===== config.mk =====
export PLATFORM = sky130hd
export DESIGN_NAME = sram_word_arbiter_flat
export DESIGN_NICKNAME = d
export VERILOG_FILES = /design/src/rtl/sram_word_arbiter_if.sv /design/src/rtl/sram_word_arbiter.sv /design/src/flat_wrapper.sv
export SDC_FILE = /design/constraint.sdc
export NUM_CORES = 1
export LEC_CHECK = 0
export BUFFER_PORTS_ARGS = -buffer_cell sky130_fd_sc_hd__buf_2
export CAP_MARGIN = 20
export CORE_AREA = 2 2 118 148
export CTS_BUF_LIST = sky130_fd_sc_hd__clkbuf_2 sky130_fd_sc_hd__clkbuf_4 sky130_fd_sc_hd__clkbuf_8
export DETAILED_ROUTE_END_ITERATION = 7
export DIE_AREA = 0 0 120 150
export PLACE_DENSITY_LB_ADDON = 0.08
export SLEW_MARGIN = 20
export SYNTH_ARGS = -nofsm -noshare
export SYNTH_HDL_FRONTEND = slang
export SYNTH_SLANG_ARGS = --single-unit

===== constraint.sdc =====
create_clock -name clk -period 8.5 [get_ports clk]
set_input_delay 0.425 -clock clk [delete_from_list [all_inputs] [get_ports clk]]
set_output_delay 0.425 -clock clk [all_outputs]
set_load 0.01 [all_outputs]

===== src/rtl/sram_word_arbiter_if.sv =====
`default_nettype none
// ============================================================================
// Module   : sram_word_arbiter_if
// Brief    : Per-port request/return bus plus SRAM controller word bus.
//            slave = arbiter view, master = requesters + controller view.
// Revision : 1.0 - initial release
// ============================================================================
interface sram_word_arbiter_if #(
    parameter int NPORTS = 3,
    parameter int ADDR_W = 16,
    parameter int DATA_W = 32
);
    localparam int STRB_W = DATA_W / 8;

    logic [NPORTS-1:0]        p_wr;
    logic [NPORTS-1:0]        p_rd;
    logic [NPORTS*ADDR_W-1:0] p_addr;
    logic [NPORTS*DATA_W-1:0] p_wdata;
    logic [NPORTS*STRB_W-1:0] p_wstrb;
    logic [NPORTS-1:0]        p_busy;
    logic [DATA_W-1:0]        p_rdata;
    logic [NPORTS-1:0]        p_rvalid;

    logic                     sram_wr;
    logic                     sram_rd;
    logic [ADDR_W-1:0]        sram_addr;
    logic [DATA_W-1:0]        sram_wdata;
    logic [STRB_W-1:0]        sram_wstrb;
    logic [DATA_W-1:0]        sram_rdata;
    logic                     sram_busy;

    modport master (
        output p_wr, p_rd, p_addr, p_wdata, p_wstrb, sram_rdata, sram_busy,
        input  p_busy, p_rdata, p_rvalid,
        input  sram_wr, sram_rd, sram_addr, sram_wdata, sram_wstrb
    );

    modport slave (
        input  p_wr, p_rd, p_addr, p_wdata, p_wstrb, sram_rdata, sram_busy,
        output p_busy, p_rdata, p_rvalid,
        output sram_wr, sram_rd, sram_addr, sram_wdata, sram_wstrb
    );
endinterface
`default_nettype wire


===== src/rtl/sram_word_arbiter.sv =====
`default_nettype none
// ============================================================================
// Module   : sram_word_arbiter
// Brief    : Shares one SRAM controller word interface among NPORTS requesters.
//            Macro SRAM_ARB_RR_EN selects round-robin; default is fixed priority.
// Revision : 1.0 - initial release
// ============================================================================
module sram_word_arbiter #(
    parameter int NPORTS = 3,
    parameter int ADDR_W = 16,
    parameter int DATA_W = 32
) (
    input  wire logic          clk,
    input  wire logic          reset,
    sram_word_arbiter_if.slave bus,
    output logic [2:0]         grant_id,
    output logic               active
);
    localparam int STRB_W = DATA_W / 8;
    localparam int IDX_W  = (NPORTS > 1) ? $clog2(NPORTS) : 1;

    localparam logic [0:0] ST_IDLE = 1'b0;
    localparam logic [0:0] ST_WAIT = 1'b1;

    logic [0:0]        state_q;
    logic [0:0]        state_d;

    logic [NPORTS-1:0] pending_q;
    logic [NPORTS-1:0] pending_d;
    logic [NPORTS-1:0] cap;
    logic [NPORTS-1:0] clr_mask;

    logic [ADDR_W-1:0] slot_addr_q  [NPORTS];
    logic [DATA_W-1:0] slot_wdata_q [NPORTS];
    logic [STRB_W-1:0] slot_wstrb_q [NPORTS];
    logic              slot_wr_q    [NPORTS];

    logic              win_valid;
    logic [IDX_W-1:0]  win_idx;
    logic              issue;
    logic              complete;

    logic [IDX_W-1:0]  grant_q;
    logic [IDX_W-1:0]  grant_d;
    logic [NPORTS-1:0] grant_onehot;
    logic              seen_busy_q;
    logic              seen_busy_d;

    logic              sram_wr_q;
    logic              sram_wr_d;
    logic              sram_rd_q;
    logic              sram_rd_d;
    logic [ADDR_W-1:0] sram_addr_q;
    logic [ADDR_W-1:0] sram_addr_d;
    logic [DATA_W-1:0] sram_wdata_q;
    logic [DATA_W-1:0] sram_wdata_d;
    logic [STRB_W-1:0] sram_wstrb_q;
    logic [STRB_W-1:0] sram_wstrb_d;
    logic [DATA_W-1:0] p_rdata_q;
    logic [DATA_W-1:0] p_rdata_d;
    logic [NPORTS-1:0] p_rvalid_q;
    logic [NPORTS-1:0] p_rvalid_d;

    // ------------------------------------------------------------------
    // Request capture: a port with a live request ignores further pulses.
    // ------------------------------------------------------------------
    assign cap          = (bus.p_wr | bus.p_rd) & ~pending_q;
    assign grant_onehot = NPORTS'(1) << grant_q;
    assign clr_mask     = complete ? grant_onehot : '0;
    assign pending_d    = (pending_q & ~clr_mask) | cap;

    always_ff @(posedge clk or posedge reset) begin
        if (reset) begin
            pending_q <= '0;
            for (int i = 0; i < NPORTS; i++) begin
                slot_addr_q[i]  <= '0;
                slot_wdata_q[i] <= '0;
                slot_wstrb_q[i] <= '0;
                slot_wr_q[i]    <= 1'b0;
            end
        end else begin
            pending_q <= pending_d;
            for (int i = 0; i < NPORTS; i++) begin
                if (cap[i]) begin
                    slot_addr_q[i]  <= bus.p_addr[i*ADDR_W +: ADDR_W];
                    slot_wdata_q[i] <= bus.p_wdata[i*DATA_W +: DATA_W];
                    slot_wstrb_q[i] <= bus.p_wstrb[i*STRB_W +: STRB_W];
                    // Write takes precedence when both pulses arrive together.
                    slot_wr_q[i]    <= bus.p_wr[i];
                end
            end
        end
    end

    // ------------------------------------------------------------------
    // Winner selection
    // ------------------------------------------------------------------
`ifdef SRAM_ARB_RR_EN
    logic [IDX_W-1:0] rr_ptr_q;
    int               cand;

    always_ff @(posedge clk or posedge reset) begin
        if (reset) begin
            rr_ptr_q <= '0;
        end else if (issue) begin
            rr_ptr_q <= win_idx;
        end
    end

    // Search begins one past the last granted port and wraps.
    always_comb begin
        win_valid = 1'b0;
        win_idx   = '0;
        cand      = 0;
        for (int k = 1; k <= NPORTS; k++) begin
            cand = (int'(rr_ptr_q) + k) % NPORTS;
            if (!win_valid && pending_q[IDX_W'(cand)]) begin
                win_valid = 1'b1;
                win_idx   = IDX_W'(cand);
            end
        end
    end
`else
    always_comb begin
        win_valid = 1'b0;
        win_idx   = '0;
        for (int k = NPORTS - 1; k >= 0; k--) begin
            if (pending_q[IDX_W'(k)]) begin
                win_valid = 1'b1;
                win_idx   = IDX_W'(k);
            end
        end
    end
`endif

    // ------------------------------------------------------------------
    // FSM: state register
    // ------------------------------------------------------------------
    always_ff @(posedge clk or posedge reset) begin
        if (reset) begin
            state_q <= ST_IDLE;
        end else begin
            state_q <= state_d;
        end
    end

    // ------------------------------------------------------------------
    // FSM: next state
    // ------------------------------------------------------------------
    always_comb begin
        state_d  = state_q;
        issue    = 1'b0;
        complete = 1'b0;
        case (state_q)
            ST_IDLE: begin
                if (win_valid && !bus.sram_busy) begin
                    issue   = 1'b1;
                    state_d = ST_WAIT;
                end
            end
            ST_WAIT: begin
                // Completion needs a busy period first; the issue cycle itself is not one.
                if (seen_busy_q && !bus.sram_busy) begin
                    complete = 1'b1;
                    state_d  = ST_IDLE;
                end
            end
            default: state_d = ST_IDLE;
        endcase
    end

    // ------------------------------------------------------------------
    // FSM: outputs (registered through the _q stage below)
    // ------------------------------------------------------------------
    always_comb begin
        sram_wr_d    = issue &  slot_wr_q[win_idx];
        sram_rd_d    = issue & ~slot_wr_q[win_idx];
        sram_addr_d  = issue ? slot_addr_q[win_idx]  : sram_addr_q;
        sram_wdata_d = issue ? slot_wdata_q[win_idx] : sram_wdata_q;
        sram_wstrb_d = issue ? slot_wstrb_q[win_idx] : sram_wstrb_q;
        grant_d      = issue ? win_idx : grant_q;

        seen_busy_d  = seen_busy_q;
        if (issue) begin
            seen_busy_d = 1'b0;
        end else if (state_q == ST_WAIT && bus.sram_busy) begin
            seen_busy_d = 1'b1;
        end

        p_rvalid_d = '0;
        p_rdata_d  = p_rdata_q;
        if (complete && !slot_wr_q[grant_q]) begin
            p_rvalid_d = grant_onehot;
            p_rdata_d  = bus.sram_rdata;
        end
    end

    always_ff @(posedge clk or posedge reset) begin
        if (reset) begin
            sram_wr_q    <= 1'b0;
            sram_rd_q    <= 1'b0;
            sram_addr_q  <= '0;
            sram_wdata_q <= '0;
            sram_wstrb_q <= '0;
            grant_q      <= '0;
            seen_busy_q  <= 1'b0;
            p_rvalid_q   <= '0;
            p_rdata_q    <= '0;
        end else begin
            sram_wr_q    <= sram_wr_d;
            sram_rd_q    <= sram_rd_d;
            sram_addr_q  <= sram_addr_d;
            sram_wdata_q <= sram_wdata_d;
            sram_wstrb_q <= sram_wstrb_d;
            grant_q      <= grant_d;
            seen_busy_q  <= seen_busy_d;
            p_rvalid_q   <= p_rvalid_d;
            p_rdata_q    <= p_rdata_d;
        end
    end

    assign bus.sram_wr    = sram_wr_q;
    assign bus.sram_rd    = sram_rd_q;
    assign bus.sram_addr  = sram_addr_q;
    assign bus.sram_wdata = sram_wdata_q;
    assign bus.sram_wstrb = sram_wstrb_q;
    assign bus.p_busy     = pending_q;
    assign bus.p_rdata    = p_rdata_q;
    assign bus.p_rvalid   = p_rvalid_q;

    assign grant_id = 3'(grant_q);
    assign active   = (|pending_q) | (state_q != ST_IDLE);

endmodule
`default_nettype wire


===== src/flat_wrapper.sv =====
// flat-port wrapper written by rule: the top's interface ports become plain ports
module sram_word_arbiter_flat 
#(
    parameter int NPORTS = 3,
    parameter int ADDR_W = 16,
    parameter int DATA_W = 32
)
  (clk, reset, grant_id, active, bus_p_wr, bus_p_rd, bus_p_addr, bus_p_wdata, bus_p_wstrb, bus_sram_rdata, bus_sram_busy, bus_p_busy, bus_p_rdata, bus_p_rvalid, bus_sram_wr, bus_sram_rd, bus_sram_addr, bus_sram_wdata, bus_sram_wstrb);
  sram_word_arbiter_if #(.NPORTS(NPORTS), .ADDR_W(ADDR_W), .DATA_W(DATA_W)) bus_i ();
  input  wire logic clk;
  input  wire logic reset;
  output logic [2:0] grant_id;
  output logic active;
  input wire logic [$bits(bus_i.p_wr)-1:0] bus_p_wr;
  input wire logic [$bits(bus_i.p_rd)-1:0] bus_p_rd;
  input wire logic [$bits(bus_i.p_addr)-1:0] bus_p_addr;
  input wire logic [$bits(bus_i.p_wdata)-1:0] bus_p_wdata;
  input wire logic [$bits(bus_i.p_wstrb)-1:0] bus_p_wstrb;
  input wire logic [$bits(bus_i.sram_rdata)-1:0] bus_sram_rdata;
  input wire logic [$bits(bus_i.sram_busy)-1:0] bus_sram_busy;
  output wire logic [$bits(bus_i.p_busy)-1:0] bus_p_busy;
  output wire logic [$bits(bus_i.p_rdata)-1:0] bus_p_rdata;
  output wire logic [$bits(bus_i.p_rvalid)-1:0] bus_p_rvalid;
  output wire logic [$bits(bus_i.sram_wr)-1:0] bus_sram_wr;
  output wire logic [$bits(bus_i.sram_rd)-1:0] bus_sram_rd;
  output wire logic [$bits(bus_i.sram_addr)-1:0] bus_sram_addr;
  output wire logic [$bits(bus_i.sram_wdata)-1:0] bus_sram_wdata;
  output wire logic [$bits(bus_i.sram_wstrb)-1:0] bus_sram_wstrb;
  assign bus_i.p_wr = bus_p_wr;
  assign bus_i.p_rd = bus_p_rd;
  assign bus_i.p_addr = bus_p_addr;
  assign bus_i.p_wdata = bus_p_wdata;
  assign bus_i.p_wstrb = bus_p_wstrb;
  assign bus_i.sram_rdata = bus_sram_rdata;
  assign bus_i.sram_busy = bus_sram_busy;
  assign bus_p_busy = bus_i.p_busy;
  assign bus_p_rdata = bus_i.p_rdata;
  assign bus_p_rvalid = bus_i.p_rvalid;
  assign bus_sram_wr = bus_i.sram_wr;
  assign bus_sram_rd = bus_i.sram_rd;
  assign bus_sram_addr = bus_i.sram_addr;
  assign bus_sram_wdata = bus_i.sram_wdata;
  assign bus_sram_wstrb = bus_i.sram_wstrb;
  sram_word_arbiter #(.NPORTS(NPORTS), .ADDR_W(ADDR_W), .DATA_W(DATA_W)) u_core (.clk(clk), .reset(reset), .bus(bus_i), .grant_id(grant_id), .active(active));
endmodule

After elaboration in Yosys (flattened, before gate mapping) --
Index checks and enable logic that the tools add are counted.
Word-level totals: register bits after elaboration 255, bits in latches 0, bits in writable memories 0, memory bits (read-only) 0, input bits 197, output and inout port bits 96, word-level logic and storage cells 76, memories 0
Operators by class: $add $sub $neg 0, multiply operators 0, div/mod/pow operators 0, order comparisons 2, equal/unequal tests 0, shift operators 1, mux-type cells 29, bitwise operators 13, reductions and logical operators 8
Operator list (number):
- $bmux 32 s2 | 1
- $mux 32 | 2
- $bmux 16 s2 | 1
- $mux 16 | 2
- $mux 1 | 13
- $bmux 4 s2 | 1
- $mux 4 | 2
- $and 3x3->3 | 2
- $ge 3x3->1 const B | 2
- $mux 3 | 2
- $not 2->3 | 2
- $not 3->3 | 2
- $or 3x3->3 | 2
- $bmux 1 s2 | 2
- $logic_and 1x1->1 | 4
- $mux 2 | 2
- $reduce_or 3->1 | 1
- $shl 1x2->3 const A | 1
- $and 1x1->1 | 2
- $logic_not 1->1 | 2
- $not 1->1 | 2
- $pmux 1 s2 | 1
- $reduce_bool 2->1 | 1
- $or 1x1->1 | 1

Longest topological paths before layout --
Gate-level depths: netlist of the first run.
depth after elaboration 8, gate-level depth with buffers 6, mapped depth without buffers 4

Least setup slack after synthesis of the first run --
OpenSTA, ideal clock, no wires.
path type register to output, start point reg u_core.pending_q[0] (netlist: u_core.bus.p_busy[0]), end point out active, arrival time 1.102 ns, data required time 8.075 ns, setup slack 6.973 ns, cell stages (with the launch flop) 2, buffers on the path 0, cells stage by stage dfrtp_1 -> or4_2
On the way: longest elaborated chain between the ends 2
RTL lines:
- start: declaration | RTL line sram_word_arbiter.sv:28 | logic [NPORTS-1:0] pending_q;
- start signal: assignment | RTL line sram_word_arbiter.sv:82 | pending_q <= pending_d;
- $reduce_or 3->1 | RTL line sram_word_arbiter.sv:232 | assign active = (|pending_q) | (state_q != ST_IDLE);
- $or 1x1->1 | RTL line sram_word_arbiter.sv:232
- end: declaration | RTL line flat_wrapper.sv:13 | output logic active;
No other way between the ends.

Worst setup path after layout of the first run --
start point reg u_core.pending_q[0] (netlist: u_core.bus.p_busy[0]), end point reg u_core.sram_rd_q (netlist: u_core.bus.sram_rd)
On the way: longest elaborated chain between the ends 7, elaborated cells on any way between the ends 11, classes of those cells 7 x mux; 3 x bitwise; 1 x reduce/logical
RTL lines:
- $mux 2 | RTL line sram_word_arbiter.sv:128 | if (pending_q[IDX_W'(k)]) begin
- $not 2->3 (implied by the code) | RTL line sram_word_arbiter.sv:177 | sram_rd_d = issue & ~slot_wr_q[win_idx];
- $bmux 1 s2 | RTL line sram_word_arbiter.sv:177
- $mux 1 (implied by the code) (2 in series) | RTL line sram_word_arbiter.sv:177
- $not 1->1 | RTL line sram_word_arbiter.sv:177
- $and 1x1->1 * | RTL line sram_word_arbiter.sv:177
- net u_core.sram_rd_d | RTL line sram_word_arbiter.sv:52 | logic sram_rd_d;
- end signal: assignment | RTL line sram_word_arbiter.sv:211 | sram_rd_q <= sram_rd_d;
- end: declaration | RTL line sram_word_arbiter.sv:51 | logic sram_rd_q;
Mark *: on every way through the listed nets, which the timed path passes. The rest lies on a longest branch. The select of a mux whose other input is x is not followed. A chain may end at the register's enable or synchronous reset.

==> results of run 1 <==
cell type report:
cell class              count  area [um^2]
inverters                   3         18.8
fillers                  1363         6490
clock buffers              56          708
flip-flops and latches    201         5030
clock inverters             1         5.00
repair buffers            244         1260
well taps                 220          275
multi-input cells         321         2860
power groups by stage:
stage / registers, W / clock network [W] / logic, W
final: 0.00169 / 0.000878 / 0.00142
after global routing: 0.00175 / 0.000955 / 0.00155
after CTS: 0.00169 / 0.000910 / 0.00145
after detailed placement: 0.00170 / 0 / 0.00145
after global placement: 0.00167 / 0 / 0.00139
after floorplan: 0.00175 / 0 / 0.000961
cells by family (layout without fill, tap and decap cells):
logic type / count (synthesis) / after routing / share of synthesized area, %
AO/OA/AOI/OAI: 57 / 57 / 3.56
flip-flops: 201 / 201 / 61.6
buffers and inverters: 38 / 304 / 3.91
adder cells (fa/ha/maj): 1 / 1 / 0.153
AND/OR/NAND/NOR: 67 / 67 / 3.51
multiplexers: 193 / 193 / 27.2
other: 1 / 3 / 0.0460
Yosys cell counts, drive strengths merged:
cell	instances	share of area, %
nor2b	1	0.077
a21oi	53	3.3
o21ai	2	0.12
nand4b	1	0.11
nand3b	1	0.092
dfrtp	201	62
clkbuf	10	0.46
or3	1	0.077
mux2	139	21
buf	25	3.3
and2b	1	0.092
nor2	53	2.4
o21bai	2	0.18
nand2	5	0.26
inv	3	0.14
conb	1	0.046
nor3	1	0.061
ha	1	0.15
mux2i	54	6.6
and3b	1	0.12
or4	1	0.11
and2	1	0.077
per-layer routing:
layer | part of all wire [%] | vias up | track usage [%]
met2 | 50 | 190 | 34.1
met5 | 0 | - | 0
met1 | 41 | 2621 | 24.6
met3 | 7.7 | 25 | 5.95
li1 | - | 2439 | -
met4 | 1.6 | 0 | 5.71
state kept, by name (all words and copies together) (netlist names):
name	count
u_core.bus.sram_wr	1
u_core.bus.p_rvalid	3
u_core.slot_wr_q	2
u_core.bus.sram_wstrb	4
u_core.bus.sram_rd	1
u_core.slot_wdata_q	64
u_core.seen_busy_q	1
u_core.bus.sram_wdata	32
u_core.bus.p_busy	3
u_core.slot_wstrb_q	8
u_core.slot_addr_q	32
u_core.bus.p_rdata	32
u_core.grant_q	1
u_core.bus.sram_addr	16
u_core.state_q	1
stage by stage:
step / power (W) / cell area, um^2
5_1_grt: 0.00426 / 10200
4_1_cts: 0.00405 / 10200
6_report: 0.00399 / 10200
3_5_place_dp: 0.00315 / 9440
2_1_floorplan: 0.00271 / 8170
3_3_place_gp: 0.00306 / 9400
worst min-delay path by stage:
| stage | end | slack, ps | start |
|---|---|---|---|
| after floorplan | u_core.bus.p_rvalid[1] | 440 | u_core.slot_wr_q[1] |
| after global placement | u_core.bus.p_busy[2] | 470 | u_core.bus.p_busy[2] |
| after detailed placement | u_core.bus.p_busy[2] | 480 | u_core.bus.p_busy[2] |
| after CTS | u_core.bus.p_busy[2] | 90 | bus_p_wr[2] |
| after global routing | u_core.bus.p_busy[2] | 100 | bus_p_wr[2] |
| final | u_core.slot_wdata_q[37] | 60 | reset |
critical path, delay by kind of cell, from the launching register on:
kind          cells  cell delay, ps
buf+inv           1             600
simple gates      2             760
mux               1             320
flops             1             440
==> flow_summary.toml, run 1 <==
[logic_synthesis]
syn_inst = 558
synthesis.area_mm2 = 0.00816
yosysWarnings = 0
yosysSeqAreaShare_pct = 61.6
synth.distinct_cells = 27
avgSynthCellArea_um2 = 14.6
ys_ff_latch = 201

[place]
gp_congestion = 0.703
hpwl_mm = 12.0
preCtsSetupSlack_ps = 6170
post-place-cells = 989
port_buffers = 238

[setup_path]
crit_chain = "and2b_4, buf_4, mux2i_1, and2_1"
criticalPathCategory = "flip-flop to flip-flop"
cp-endpoint = "u_core.bus.sram_rd"
r2r_slack_ps = 6310
cp.arrival_ps = 2620
r2r-end = "u_core.bus.sram_rd"
critPathLaunchType = "flip-flop"
startpoint = "u_core.bus.p_busy[0]"
worstPathRequired_ps = 8930
rr_worst_depth = 4
worstSetupEndpointType = "flip-flop"
r2r_start = "u_core.bus.p_busy[0]"
slowest_stage = "and2b_4"
cp_max_fo = 32
critPathMaxStageDelay_ps = 610

[floorplan]
rows = 53
die_h_um = 150
coreArea_mm2 = 0.0166
ios = 293
die_area_mm2 = 0.0180
die_w_um = 120
initial_core_util_pct = 49.0

[finish]
nets = 1003
final_util_pct = 61.0
final_common_cell = "buf_2"
final_cells = 1046
diodes = 0
final_cell_mix = "buf_2 (238), dfrtp_1 (201), mux2_2 (109)"
drive_gt1_share_pct = 54.2
syn2layout_area_growth_pct = 24.5

[sta]
slew_headroom_pct = 28.7
period_share_pct = 25.8
worst_slew_pin_slew_ps = 1070
tns_ps = 0
rsz0062_at_grt = "no"
hold_violations = 0
fmax_ghz = 0.456
post-route-min-period_ps = 2190
hold_slack_ps = 56.0
setup_ws_ps = 6310
finalSetupViolCount = 0
final_max_slew_viol_count = 0
skew_ps = 17.6

[job]
max_cap_viol_count = 0

[clocking]
cts-root-buf = "clkbuf_8"
tritoncts = "done"
clk_latency_ps = 500
cts.sinks = 201
cts_buffer_depth = 3
cts_max_level = 2
path_clk_slew_ps = 60
cts_resized = 0
cts_inserted_buffers = 34
cts_setup_buffers = 0
postCtsHoldBufs = 0

[power]
power_density_mw_per_mm2 = 393
vdd.ir_drop.worst_uv = 191
combPwrFrac_pct = 35.7
p_sw_w = 0.00127
clkPwrFrac_pct = 22.0
internal-power_w = 0.00272
swShare_pct = 31.8
total_leakage_power_nw = 4.90
seq_power_share_pct = 42.3

[detailed_routing]
wl_per_cell_um = 17.2
drc = 0
vias = 5275
drtAntennaViolNets = 0
via_per_inst = 5.04
wl_mm = 18.0
drt-pass1-iter-count = 4
drt_iter0_drc = 355

[global_routing]
antenna_found_initial = 0
overflow = 0
grt_first_pass_wirelength_mm = 28.3
grt_pass1_vias = 5642
grt.total_usage_pct = 20.0
grt_max_degree = 118

[min_path]
min_path_type = "input port to async pin"

[run_status]
status = "finished clean"
Note: power is estimated with default switching activity, not from simulation.
==> run 2: changes to the inputs <==
Clock period 8.5 ns to 2.2 ns, I/O delays scaled along.
==> run 2 against run 1 <==
Net effect:
- global-route usage is 3.3 points higher
- highest routed layer unchanged
- largest cell class unchanged
- largest power group unchanged
- utilization is 9.6 points higher
- worst hold slack better by 36 ps
- die area stayed put
- combinational power grew to 4.1 times the previous value
- cell area is 16% higher
- clock skew is 3.0 ps lower
- sequential share of layout area is 6.8 points lower
==> flow_summary.toml, run 2 (synthesized netlist as in run 1, its figures left out) <==
[detailed_routing]
drt_iter0_drc = 220
drc = 0
vias = 5891
drt-pass1-iter-count = 4
via_per_inst = 4.92
wl_per_cell_um = 17.2
wl_mm = 20.6
drtAntennaViolNets = 0

[floorplan]
die_w_um = 120
initial_core_util_pct = 49.0
ios = 293
coreArea_mm2 = 0.0166
die_h_um = 150
rows = 53
die_area_mm2 = 0.0180

[sta]
tns_ps = 0
skew_ps = 14.5
worst_slew_pin_slew_ps = 649
hold_violations = 0
fmax_ghz = 0.528
finalSetupViolCount = 0
period_share_pct = 86.0
slew_headroom_pct = 56.7
post-route-min-period_ps = 1890
rsz0062_at_grt = "no"
final_max_slew_viol_count = 0

[finish]
drive_gt1_share_pct = 46.7
syn2layout_area_growth_pct = 44.2
diodes = 0
fillers = 1185
nets = 1152
final_cell_mix = "buf_2 (238), dfrtp_1 (201), dlygate4sd3_1 (143)"
largest_reg_flops = 64
top_register = "u_core.slot_wdata_q"
final_common_cell = "buf_2"

[setup_path]
r2r-end = "u_core.bus.sram_wdata[1]"
worstSetupEndpointType = "output port"
r2r_start = "u_core.bus.p_busy[0]"
r2r_slack_ps = 560
startpoint = "u_core.bus.p_busy[0]"
cp.arrival_ps = 1780
cp_max_fo = 5
rr_worst_depth = 4
critPathMaxStageDelay_ps = 680
critPathLaunchType = "flip-flop"
cp.buffers_inverters = 1
cp-endpoint = "active"
worstPathRequired_ps = 2090
slowest_stage = "or4_2"
criticalPathCategory = "flip-flop to output port"
critical-path-top-delay-family = "simple AND/OR/NAND/NOR gates"
cp.depth = 2
crit_chain = "or4_2, buf_2"

[global_routing]
antenna_found_initial = 0
grt_max_degree = 107
grt_pass1_vias = 6588
grt_first_pass_wirelength_mm = 32.9
overflow = 0
grt.total_usage_pct = 23.2

[clocking]
cts.sinks = 201
cts_setup_buffers = 0
cts_inserted_buffers = 35
cts_max_level = 2
clk_latency_ps = 490
tritoncts = "done"
cts_buffer_depth = 3
path_clk_slew_ps = 60
cts-root-buf = "clkbuf_8"

[power]
total_power_w = 0.0161
vdd.ir_drop.worst_uv = 756
power_density_mw_per_mm2 = 1370
total_leakage_power_nw = 5.58

[job]
max_cap_viol_count = 0

[place]
gp_congestion = 0.720
hpwl_mm = 12.2
port_buffers = 238

[run_status]
status = "finished clean"

[min_path]
min_path_type = "input port to flip-flop"
==> run 2: how the worst min path moves through the flow <==
stage                        from                    to  depth (start not counted)
floorplan           bus_sram_busy        u_core.state_q                          1
global placement      bus_p_wr[2]  u_core.bus.p_busy[2]                          2
detailed placement    bus_p_rd[2]  u_core.bus.p_busy[2]                          2
CTS                   bus_p_rd[1]  u_core.bus.p_busy[1]                          4
global route          bus_p_rd[1]  u_core.bus.p_busy[1]                          4
finish                bus_p_rd[1]  u_core.bus.p_busy[1]                          4
==> run 2: metal layers <==
| metal | vias up | wire length (um) | share of wire, % | track usage (%) |
|---|---|---|---|---|
| li1 | 2744 | - | - | - |
| met1 | 2911 | 8000 | 39 | 26.9 |
| met2 | 203 | 10900 | 53 | 42.4 |
| met3 | 33 | 1330 | 6.4 | 5.79 |
| met4 | 0 | 346 | 1.7 | 6.71 |
| met5 | - | 0 | 0 | 0 |
==> run 2: stage by stage <==
step / setup slack (ps) / std cells / hold WS, ps / utilization, % / area (um^2)
after floorplan: -512 / 560 / 198 / - / 8170
after global placement: 603 / 994 / 305 / 57.4 / 9550
after detailed placement: 582 / 994 / 306 / 57.4 / 9550
after CTS: 321 / 1197 / 64.3 / 70.7 / 11800
after global routing: 249 / 1197 / 85.8 / 70.7 / 11800
final: 307 / 1197 / 91.7 / 70.7 / 11800
==> run 2: final cells by class <==
class / count / area (um^2) / area share (%)
repair buffers: 392 / 2810 / 23.8
multi-input cells: 321 / 2860 / 24.3
clock buffers: 60 / 782 / 6.65
inverters: 3 / 15.0 / 0.128
well taps: 220 / 275 / 2.34
flip-flops and latches: 201 / 5030 / 42.8
==> run 2: power breakdown <==
part           switching (W)  internal [W]  leakage (nW)  total [W]
sequential           0.00102       0.00556          2.33    0.00657
combinational        0.00269       0.00321          2.83    0.00589
clock                0.00142       0.00222         0.413    0.00364
total                0.00512        0.0110          5.58     0.0161
==> run 2: repair_timing <==
action                                 in CTS  in global routing
resized for setup                           0                  0
hold buffers                              143                  0
endpoints found under the hold margin     345                  0
==> run 2: worst reg2reg max path, stage by stage, from the launching register on <==
cell and delay, ps:
dfrtp_1 430, and2b_4 470, buf_12 260, mux2i_1 260
a21oi_1 90
